File: src/rtl/test_out_ej_buf_pkg.sv
// Shared widths and defaults for the test-output ejection buffer.
// Holds the timestamp width plus the VC-count and buffer-depth defaults.
package test_out_ej_buf_pkg;
  localparam int TS_WIDTH  = 16;
  localparam int N_VCS     = 2;
  localparam int VC_WIDTH  = 1;
  localparam int EJ_DEPTH  = 4;
  localparam int EJ_PTR_W  = 2;
endpackage

File: src/rtl/test_out_ej_buf_flit_ts_fifo.sv
// Small synchronous FIFO of timestamps, one instance per VC.
// Push to a full FIFO and pop from an empty one are silently ignored.
module flit_ts_fifo
  import test_out_ej_buf_pkg::*;
#(
  parameter int W     = TS_WIDTH,
  parameter int DEPTH = EJ_DEPTH,
  parameter int PTR_W = EJ_PTR_W
) (
  input  logic             clock,
  input  logic             reset,
  input  logic             push,
  input  logic             pop,
  input  logic [W-1:0]     din,
  output logic [W-1:0]     head,
  output logic [PTR_W:0]   count,
  output logic             full,
  output logic             empty
);
  logic [PTR_W-1:0]          wr_ptr_q, wr_ptr_d, rd_ptr_q, rd_ptr_d;
  logic [PTR_W:0]            count_q, count_d;
  logic [DEPTH-1:0][W-1:0]   mem_q, mem_d;
  logic                      do_push, do_pop;

  assign full  = (count_q == (PTR_W+1)'(DEPTH));
  assign empty = (count_q == '0);
  assign count = count_q;
  assign head  = mem_q[rd_ptr_q];

  always_comb begin
    do_push  = push && !full;
    do_pop   = pop && !empty;
    wr_ptr_d = wr_ptr_q;
    rd_ptr_d = rd_ptr_q;
    count_d  = count_q;
    mem_d    = mem_q;
    // DEPTH is a power of two, so pointer increment wraps on its own
    if (do_push) begin
      mem_d[wr_ptr_q] = din;
      wr_ptr_d        = wr_ptr_q + PTR_W'(1);
    end
    if (do_pop) rd_ptr_d = rd_ptr_q + PTR_W'(1);
    case ({do_push, do_pop})
      2'b10:   count_d = count_q + (PTR_W+1)'(1);
      2'b01:   count_d = count_q - (PTR_W+1)'(1);
      default: count_d = count_q;
    endcase
  end

  always_ff @(posedge clock) begin
    if (!reset) begin
      wr_ptr_q <= '0;
      rd_ptr_q <= '0;
      count_q  <= '0;
    end else begin
      wr_ptr_q <= wr_ptr_d;
      rd_ptr_q <= rd_ptr_d;
      count_q  <= count_d;
    end
  end

  // storage is intentionally not reset
  always_ff @(posedge clock) mem_q <= mem_d;
endmodule

File: config.mk
export PLATFORM = sky130hd
export DESIGN_NAME = flit_ts_fifo
export DESIGN_NICKNAME = d
export VERILOG_FILES = /design/src/rtl/test_out_ej_buf_pkg.sv /design/src/rtl/test_out_ej_buf_flit_ts_fifo.sv
export SDC_FILE = /design/constraint.sdc
export NUM_CORES = 1
export LEC_CHECK = 0
export ABC_AREA = 1
export CAP_MARGIN = 20
export CORE_MARGIN = 2
export CORE_UTILIZATION = 65
export CTS_CLUSTER_DIAMETER = 30
export DETAILED_ROUTE_END_ITERATION = 16
export DONT_BUFFER_PORTS = 1
export GPL_TIMING_DRIVEN = 0
export HOLD_SLACK_MARGIN = 0.08
export PLACE_DENSITY = 0.84
export SLEW_MARGIN = 10
export SYNTH_ARGS = -nofsm -noshare
export SYNTH_HDL_FRONTEND = slang
export SYNTH_SLANG_ARGS = --single-unit
File: constraint.sdc
create_clock -name clock -period 2.7 [get_ports clock]
set_input_delay 0.405 -clock clock [delete_from_list [all_inputs] [get_ports clock]]
set_output_delay 0.405 -clock clock [all_outputs]
set_load 0.05 [all_outputs]
; ---- Word level (Yosys, flattened, before mapping)
; Cells that the tools add are included.
[word_totals]
ff_bits = 71
latch_bits = 0
ramBits = 0
romBits = 0
inputBits = 20
out_inout_bits = 21
elab_cells = 30
mem_count = 0
[op_classes]
add_sub_neg = 4
multipliers = 0
div_mod_pow = 0
n_lt_le_gt_ge = 3
eq_ne = 3
shifts = 0
mux = 6
bitwise = 0
reduce_logical = 7
[op_table]
columns = op, n
row1 = bitwise mux 64 bit, 1
row2 = binary-select mux 16 bit (select 2 bit), 1
row3 = demux 16 bit (select 2 bit), 1
row4 = two-way mux 16 bit, 2
row5 = "< comparator 2 x 3 -> 1 bit, second input constant", 2
row6 = case mux 3 bit (2 select lines), 1
row7 = "adder 2 x 1 -> 2 bit, second input constant", 2
row8 = "adder 3 x 1 -> 3 bit, second input constant", 1
row9 = "equality test 3 bit, second input constant", 1
row10 = logical AND 1 bit, 3
row11 = zero test 3 bit, 1
row12 = "subtractor 3 x 1 -> 3 bit, second input constant", 1
row13 = "equality test 2 x 1 -> 1 bit, second input constant", 1
row14 = "equality test 2 bit, second input constant", 1
row15 = ">= comparator 2 x 1 -> 1 bit, second input constant", 1
row16 = zero test 1 bit, 2
row17 = nonzero test 2 bit, 1

; ---- Logic depth before layout (Yosys ltp)
; Gate-level depths: netlist of the first run.
[depth]
ltp_word = 5
mapped_depth = 13
mapped_depth_nobuf = 13

; ---- Least setup slack after synthesis of the first run
; Ideal clock, no wire load.
[synth_path]
path_type = reg-to-reg
from = register count_q[0], in the netlist count[0]
to = register mem_q[0] (netlist name), enable pin
setup_time_ps = 389
t_arrival_ps = 1645
required_ps = 2311
slack_ps = 667
stages_incl_launch_ff = 5
period_less_slack_ps = 2033
cell_sequence = dfxtp_1 nor2_2 nand2_2 nand2_4 nor2_1
[synth_between]
elab_chain_len = 3
[synth_lines]
columns = item, line
row1 = from (decl), test_out_ej_buf_flit_ts_fifo.sv:21  ; logic [PTR_W:0] count_q, count_d;
row2 = from (signal assigned), test_out_ej_buf_flit_ts_fifo.sv:58  ; count_q <= count_d;
row3 = equality test 3 bit, test_out_ej_buf_flit_ts_fifo.sv:25  ; assign full = (count_q == (PTR_W+1)'(DEPTH));
row4 = zero test 1 bit, test_out_ej_buf_flit_ts_fifo.sv:31  ; do_push = push && !full;
row5 = logical AND 1 bit, test_out_ej_buf_flit_ts_fifo.sv:31
row6 = to (signal assigned), test_out_ej_buf_flit_ts_fifo.sv:63  ; always_ff @(posedge clock) mem_q <= mem_d;
row7 = to (decl), test_out_ej_buf_flit_ts_fifo.sv:22  ; logic [DEPTH-1:0][W-1:0] mem_q, mem_d;
; Every way passes these cells.
; A chain may end at the register's enable or synchronous reset.

; ---- Worst setup path after layout of the first run
[layout_path]
from = register rd_ptr_q[1]
to = output port head[13]
[layout_between]
elab_chain_len = 2
[layout_lines]
columns = item, line
row1 = from (decl), test_out_ej_buf_flit_ts_fifo.sv:20  ; logic [PTR_W-1:0] wr_ptr_q, wr_ptr_d, rd_ptr_q, rd_ptr_d;
row2 = from (signal assigned), test_out_ej_buf_flit_ts_fifo.sv:57  ; rd_ptr_q <= rd_ptr_d;
row3 = binary-select mux 16 bit (select 2 bit), test_out_ej_buf_flit_ts_fifo.sv:28  ; assign head = mem_q[rd_ptr_q];
row4 = two-way mux 16 bit (implied by the code), test_out_ej_buf_flit_ts_fifo.sv:28
row5 = to (decl), test_out_ej_buf_flit_ts_fifo.sv:15  ; output logic [W-1:0] head,
; Every way passes these cells. The select of a mux whose other input is x is not followed.

==> results of run 1 <==
-- where the power goes --
group / switching [mW] / total [mW] / internal (mW)
clock network: 0.372 / 0.821 / 0.449
registers: 0.112 / 1.43 / 1.31
logic: 0.897 / 1.14 / 0.241
total: 1.38 / 3.38 / 2.00
-- flip-flops by register name (all words and copies together), names as in the netlist --
signal and flops:
count 3, mem_q 64, rd_ptr_q 2, wr_ptr_q 2
-- cells by family (layout without fill, tap and decap cells) --
| kind of cell | after synthesis | in the layout |
|---|---|---|
| compound gates | 55 | 55 |
| simple gates | 61 | 61 |
| fa+ha+maj | 6 | 6 |
| flops | 71 | 71 |
| buf+inv | 28 | 46 |
-- cells in the mapped netlist --
| cell | count |
|---|---|
| inv_6 | 1 |
| nand2_2 | 1 |
| nor2_2 | 1 |
| o21ai_1 | 15 |
| ha_1 | 5 |
| nand2_4 | 1 |
| a21oi_1 | 5 |
| buf_6 | 7 |
| fa_1 | 1 |
| dfxtp_1 | 7 |
| o21ai_0 | 19 |
| inv_4 | 1 |
| nand2_1 | 13 |
| nand3_1 | 5 |
| edfxtp_1 | 64 |
| buf_4 | 3 |
| o22ai_1 | 16 |
| inv_1 | 16 |
| nor2_1 | 40 |
-- area by class of cell --
type                       instances  share of cell area, %
sequential                        71                   65.2
multi-input combinational        122                   20.1
clock buffer                      12                   4.59
buffer                            10                   3.21
inverter                          18                   2.37
tap                               52                   2.06
clock inverter                     4                   1.50
timing repair buffer               2                  0.950
-- how the worst max path moves through the flow --
stage / endpoint / start / depth (start not counted) / slack [ns]
2_1_floorplan: mem_q[0] / count[0] / 4 / 0.67
3_3_place_gp: mem_q[57] / count[1] / 4 / 0.14
3_5_place_dp: count[2] / count[2] / 13 / 0.50
4_1_cts: head[1] / rd_ptr_q[1] / 5 / 0.29
5_1_grt: head[14] / rd_ptr_q[1] / 5 / 0.20
6_report: head[13] / rd_ptr_q[1] / 5 / 0.30
-- routing by layer --
metal | global-route usage [%] | up-vias | wire [um]
met5 | 0 | - | 0
met4 | 13.2 | 0 | 136
met3 | 9.38 | 12 | 429
met2 | 35.8 | 78 | 2650
met1 | 27.8 | 814 | 2170
li1 | - | 810 | -
==> results.md, run 1 <==
- Setup TNS: 0 ns
- Initial DRC Count: 213
- Unique masters post-synth: 19
- Period utilization: 88.9%
- Commonest non-fill, non-tap cell in the layout: edfxtp_1
- Post-DRT Antenna Nets: 0
- DR vias/cell: 5.89
- Crit path cell chain: buf_6 > inv_4 > buf_4 > o21ai_1 > o22ai_1
- Post-route cell area: 3160 um2
- Adder-cell share of the synthesized area: 2.88%
- Most frequent cells in the layout: 64 x edfxtp_1, 36 x nor2_1, 19 x o21ai_0, 16 x inv_1, 16 x o22ai_1
- CP Data Required Time: 2.30 ns
- Hold Crit Endpoint: mem_q[40]
- Slew Viols, Final: 0
- Worst-Skew Late Latency: 0.34 ns
- Least-Margin Pin Slew: 1.15 ns
- Leakage Power: 1.13 nW
- Synth Instances: 221
- Compound-gate portion of the synthesized area: 10.3%
- Synth Warn #: 0
- Via Count: 1714
- CTS buffer count: 9
- Cell row count: 24
- #FFs+latches synth: 71
- Synth area leaders: edfxtp_1 67%, nor2_1 5.2%, dfxtp_1 4.9%
- Crit end category: primary output
- Largest family of logic cells by synthesized area: compound AO/OA/AOI/OAI gates
- Final nets: 260
- Synth Area in XOR/XNOR: 0%
- Hold Crit Depth: 0
- Initial antenna violation count: 0
- Post-Route WL: 5390 um
- # Post-CTS Setup Buffers: 0
- Vias in the first global route: 1767
- Type of the worst min-delay path: primary input to register
- Hpwl dp: 3540 um
- Placed insts: 275
- Layout Cells excl Fill: 291
- Status: finished, final reports clean
- Fin Clk Skew: 0.00998 ns
- Ant diodes: 0
- Area of the multi-input gates: 636 um2
- Top Ports: 41
- CP bufs+invs: 3
- Die Y-Extent: 70.4 um
- GRT Total Usage: 23.3%
- Mux share of post-synthesis cell area: 0%
- First-pass GRT wire length: 8380 um
- Worst Hold Launch: din[8]
- Capturing point of the worst reg2reg path: count[2]
- CTS clk-pin slew, worst paths: 0.08 ns
- CTS tree: built
- Final hold violation count: 0
- Worst setup margin: 0.299 ns
- Total gr overflow: 0
- Peak VDD IR: 0.946 mV
- R2R Path Start: count[2]
- Cell Area, Placed: 2970 um2
- Layout cells sized above 1: 14.6%
- Max clock buf depth: 2
- Final setup vio count: 0
- Crit start category: register
- Number of remaining DRC errors: 0
- Reg2Reg Setup Slack: 0.44 ns
- Layout fillers: 288
- Mapped Area: 2860 um2
- R2R depth: 13
- Synth Area per Inst: 13.0 um2
- Maximum clock rate: 417 MHz
- H-tree Lvls: 3
- Pin count of the biggest net entering global routing: 17
- Relative slew slack: 24.5%
- Starting density of the core: 66.7%
- WP data arrival: 2.00 ns
- Post-synthesis sequential area ratio: 72.0%
- Routed wire per std cell: 18.5 um
- Die Wd: 70.4 um
- Worst hold margin: 0.151 ns
- Synthesized net count: 247
- Max_cap viols: 0
- Fin util: 73.6%
- CTS sink cnt: 71
- Area Overhead vs Synth: 10.4%
- Crit Path Max Fanout: 10
- Simple-Gate Fraction of Synth Area: 8.65%
- Root Buffer Master: clkbuf_8
- CP delay by family, top: compound AO/OA/AOI/OAI gates
- Slowest library cell on the worst path: o22ai_1
- Pwr Total: 3.38 mW
- Cts hold-fix bufs: 0
- Worst slack, placed: 0.502 ns
- GPL Wtd Cong: 0.715
- CP peak stage delay: 0.86 ns
- Synth area leader: edfxtp_1
- Post-CTS resize count: 0
- RSZ-0062 raised after global routing: false
- Area of the core: 4290 um2
- FF+latch area: 2060 um2
- Die Area: 4950 um2
- Pwr Density: 1070 nW/um2
- Kind of critical path: register to primary output
- Router iterations before antenna repair: 4
- Crit path time final: 2.40 ns
- Port buffer count: 0
- Top cell type's share of synthesized area: 67.1%
(Power assumes the default switching activity.)
==> run 2, diff against run 1 <==
--- a/config.mk
+++ b/config.mk
@@ -15,7 +15,7 @@
 export GPL_TIMING_DRIVEN = 0
 export HOLD_SLACK_MARGIN = 0.08
 export PLACE_DENSITY = 0.84
-export SLEW_MARGIN = 10
+export SLEW_MARGIN = 20
 export SYNTH_ARGS = -nofsm -noshare
 export SYNTH_HDL_FRONTEND = slang
 export SYNTH_SLANG_ARGS = --single-unit
==> run 2 against run 1 <==
Against the previous run:
- design area rose by 0.36%
- power rose by 2.2%
- first-iteration DRC count fell by 22%
- register-to-register slack improved by 0.04 ns
- fmax fell by 0.96%
- non-clock buffer count did not move
- critical endpoint is now head[14]
==> results.md, run 2 (synthesized netlist as in run 1, its figures left out) <==
- # Post-CTS Setup Buffers: 0 (unchanged)
- WP data arrival: 2.02 ns (+0.02 ns)
- Cell row count: 24 (unchanged)
- Final nets: 260 (unchanged)
- Cell Area, Placed: 2970 um2 (-0.13%)
- Layout cells sized above 1: 14.2% (-0.42 points)
- Clk pwr share: 25.8% (+1.5 points)
- Peak VDD IR: 0.783 mV (-17%)
- Starting density of the core: 66.7% (unchanged)
- Number of remaining DRC errors: 0 (unchanged)
- R2R depth: 13 (unchanged)
- Via Count: 1716 (+0.12%)
- DR vias/cell: 5.90 (+0.12%)
- Relative slew slack: 23.8% (-0.68 points)
- Worst hold margin: 0.147 ns (-0.00422 ns)
- Area Overhead vs Synth: 10.8%
- Hold Crit Depth: 0 (unchanged)
- Post-CTS resize count: 0 (unchanged)
- Post-route cell area: 3170 um2 (+0.36%)
- RSZ-0062 raised after global routing: false
- Gate power share: 32.9% (-0.7 points)
- Initial DRC Count: 167 (-22%)
- Most frequent cells in the layout: 64 x edfxtp_1, 36 x nor2_1, 19 x o21ai_0, 16 x inv_1, 16 x o22ai_1
- Routed wire per std cell: 19.0 um (+2.7%)
- Cts hold-fix bufs: 0 (unchanged)
- Least-Margin Pin Slew: 1.16 ns (+0.0104 ns)
- Status: finished, final reports clean
- Router iterations before antenna repair: 6 (+2)
- Die Wd: 70.4 um (unchanged)
- Type of the worst min-delay path: primary input to register
- First-pass GRT wire length: 8510 um (+1.5%)
- Setup TNS: 0 ns (unchanged)
- Hpwl dp: 3530 um (-0.41%)
- Area of the core: 4290 um2 (unchanged)
- GPL Wtd Cong: 0.715 (unchanged)
- Final hold violation count: 0 (unchanged)
- CP Data Required Time: 2.30 ns (about the same)
- CTS tree: built
- CTS clk-pin slew, worst paths: 0.08 ns (about the same)
- Die Y-Extent: 70.4 um (unchanged)
- Crit path time final: 2.42 ns (+0.0232 ns)
- Pwr Density: 1090 nW/um2 (+1.8%)
- GRT Total Usage: 23.9% (+0.61 points)
- Capturing point of the worst reg2reg path: count[2]
- Max reg flops: 64 (unchanged)
- Max clock buf depth: 2 (unchanged)
- Total gr overflow: 0 (unchanged)
- Pin count of the biggest net entering global routing: 17 (unchanged)
- Ant diodes: 0 (unchanged)
- Final setup vio count: 0 (unchanged)
- Crit end category: primary output
- Slew Viols, Final: 0 (unchanged)
- Kind of critical path: register to primary output
- Die Area: 4950 um2 (unchanged)
- Hold Crit Endpoint: mem_q[24]
- Post-DRT Antenna Nets: 0 (unchanged)
- Max_cap viols: 0 (unchanged)
- Worst-Skew Late Latency: 0.35 ns (about the same)
- Top reg by flops: mem_q
- Vias in the first global route: 1806 (+2.2%)
- CTS buffer count: 9 (unchanged)
- Fin util: 73.9% (+0.26 points)
- Net Sw Power: 1.38 mW (+0.27%)
- Reg2Reg Setup Slack: 0.48 ns (+0.04 ns)
- Period utilization: 89.8% (+0.86 points)
- R2R Path Start: count[2]
- Crit start category: register
- Leakage Power: 1.13 nW (+0.28%)
- Post-Route WL: 5540 um (+2.7%)
- Top Ports: 41 (unchanged)
- Fin Clk Skew: 0.00809 ns (-0.00188 ns)
- CTS sink cnt: 71 (unchanged)
- Maximum clock rate: 413 MHz (-0.96%)
- Port buffer count: 0 (unchanged)
- Root Buffer Master: clkbuf_8
- Crit Path Max Fanout: 10 (unchanged)
- Reg power frac: 41.3% (-0.8 points)
- Pint: 2.07 mW (+3.5%)
- Initial antenna violation count: 0 (unchanged)
- Commonest non-fill, non-tap cell in the layout: edfxtp_1
- H-tree Lvls: 3 (unchanged)
- Worst Hold Launch: din[8]
- Sw frac: 40.0% (-0.77 points)
==> run 2: changes by cell type in the layout (fill, tap and decap cells not counted) <==
cell       previous run  this run
buf_6                 7         8
buf_8                 2         1
bufinv_16             1         2
clkbuf_1              2         3
clkbuf_8             10         9
clkinv_2              2         1
==> run 2: per-layer routing <==
metal	vias up	routed length, um	global-route usage, %
met5	-	0	0
met4	0	122	15.2
met3	12	506	9.38
met2	80	2760	36.9
met1	813	2150	27.9
li1	811	-	-
==> run 2: worst max-delay path by stage <==
stage | startpoint | endpoint | slack [ns] | cells past startpoint
3_3_place_gp | count[1] | mem_q[57] | 0.14 | 4
4_1_cts | rd_ptr_q[1] | head[14] | 0.29 | 5
2_1_floorplan | count[0] | mem_q[0] | 0.67 | 4
5_1_grt | rd_ptr_q[1] | head[14] | 0.21 | 5
3_5_place_dp | count[2] | count[2] | 0.51 | 13
6_report | rd_ptr_q[1] | head[14] | 0.28 | 5
==> run 2: cell type report <==
| cell class | count | area, um2 |
|---|---|---|
| Fill cell | 271 | 1120 |
| Clock buffer | 12 | 135 |
| Sequential cell | 71 | 2060 |
| Multi-Input combinational cell | 122 | 636 |
| Inverter | 18 | 75.1 |
| Timing Repair Buffer | 2 | 26.3 |
| Buffer | 10 | 101 |
| Tap cell | 52 | 65.1 |
| Clock inverter | 4 | 72.6 |
==> run 2: power by group through the flow <==
stage               clock network [mW]  registers (mW)  logic, mW
finish                           0.894            1.43       1.14
global route                     0.943            1.43       1.21
CTS                              0.896            1.43       1.14
detailed placement                   0            1.45       1.13
global placement                     0            1.45       1.10
floorplan                            0            1.44      0.962
==> run 2: worst max-delay path, stage by stage (launching register included) <==
cell	delay, ns
dfxtp_1	0.31
buf_6	0.13
inv_4	0.09
buf_4	0.18
o21ai_1	0.09
o22ai_1	0.87
==> run 2: metrics by stage <==
step,instances,setup slack (ns),power (mW)
after global routing,291,0.211,3.59
after global placement,273,0.144,2.54
after floorplan,221,0.667,2.40
after CTS,291,0.285,3.46
final,291,0.276,3.46
after detailed placement,275,0.507,2.58
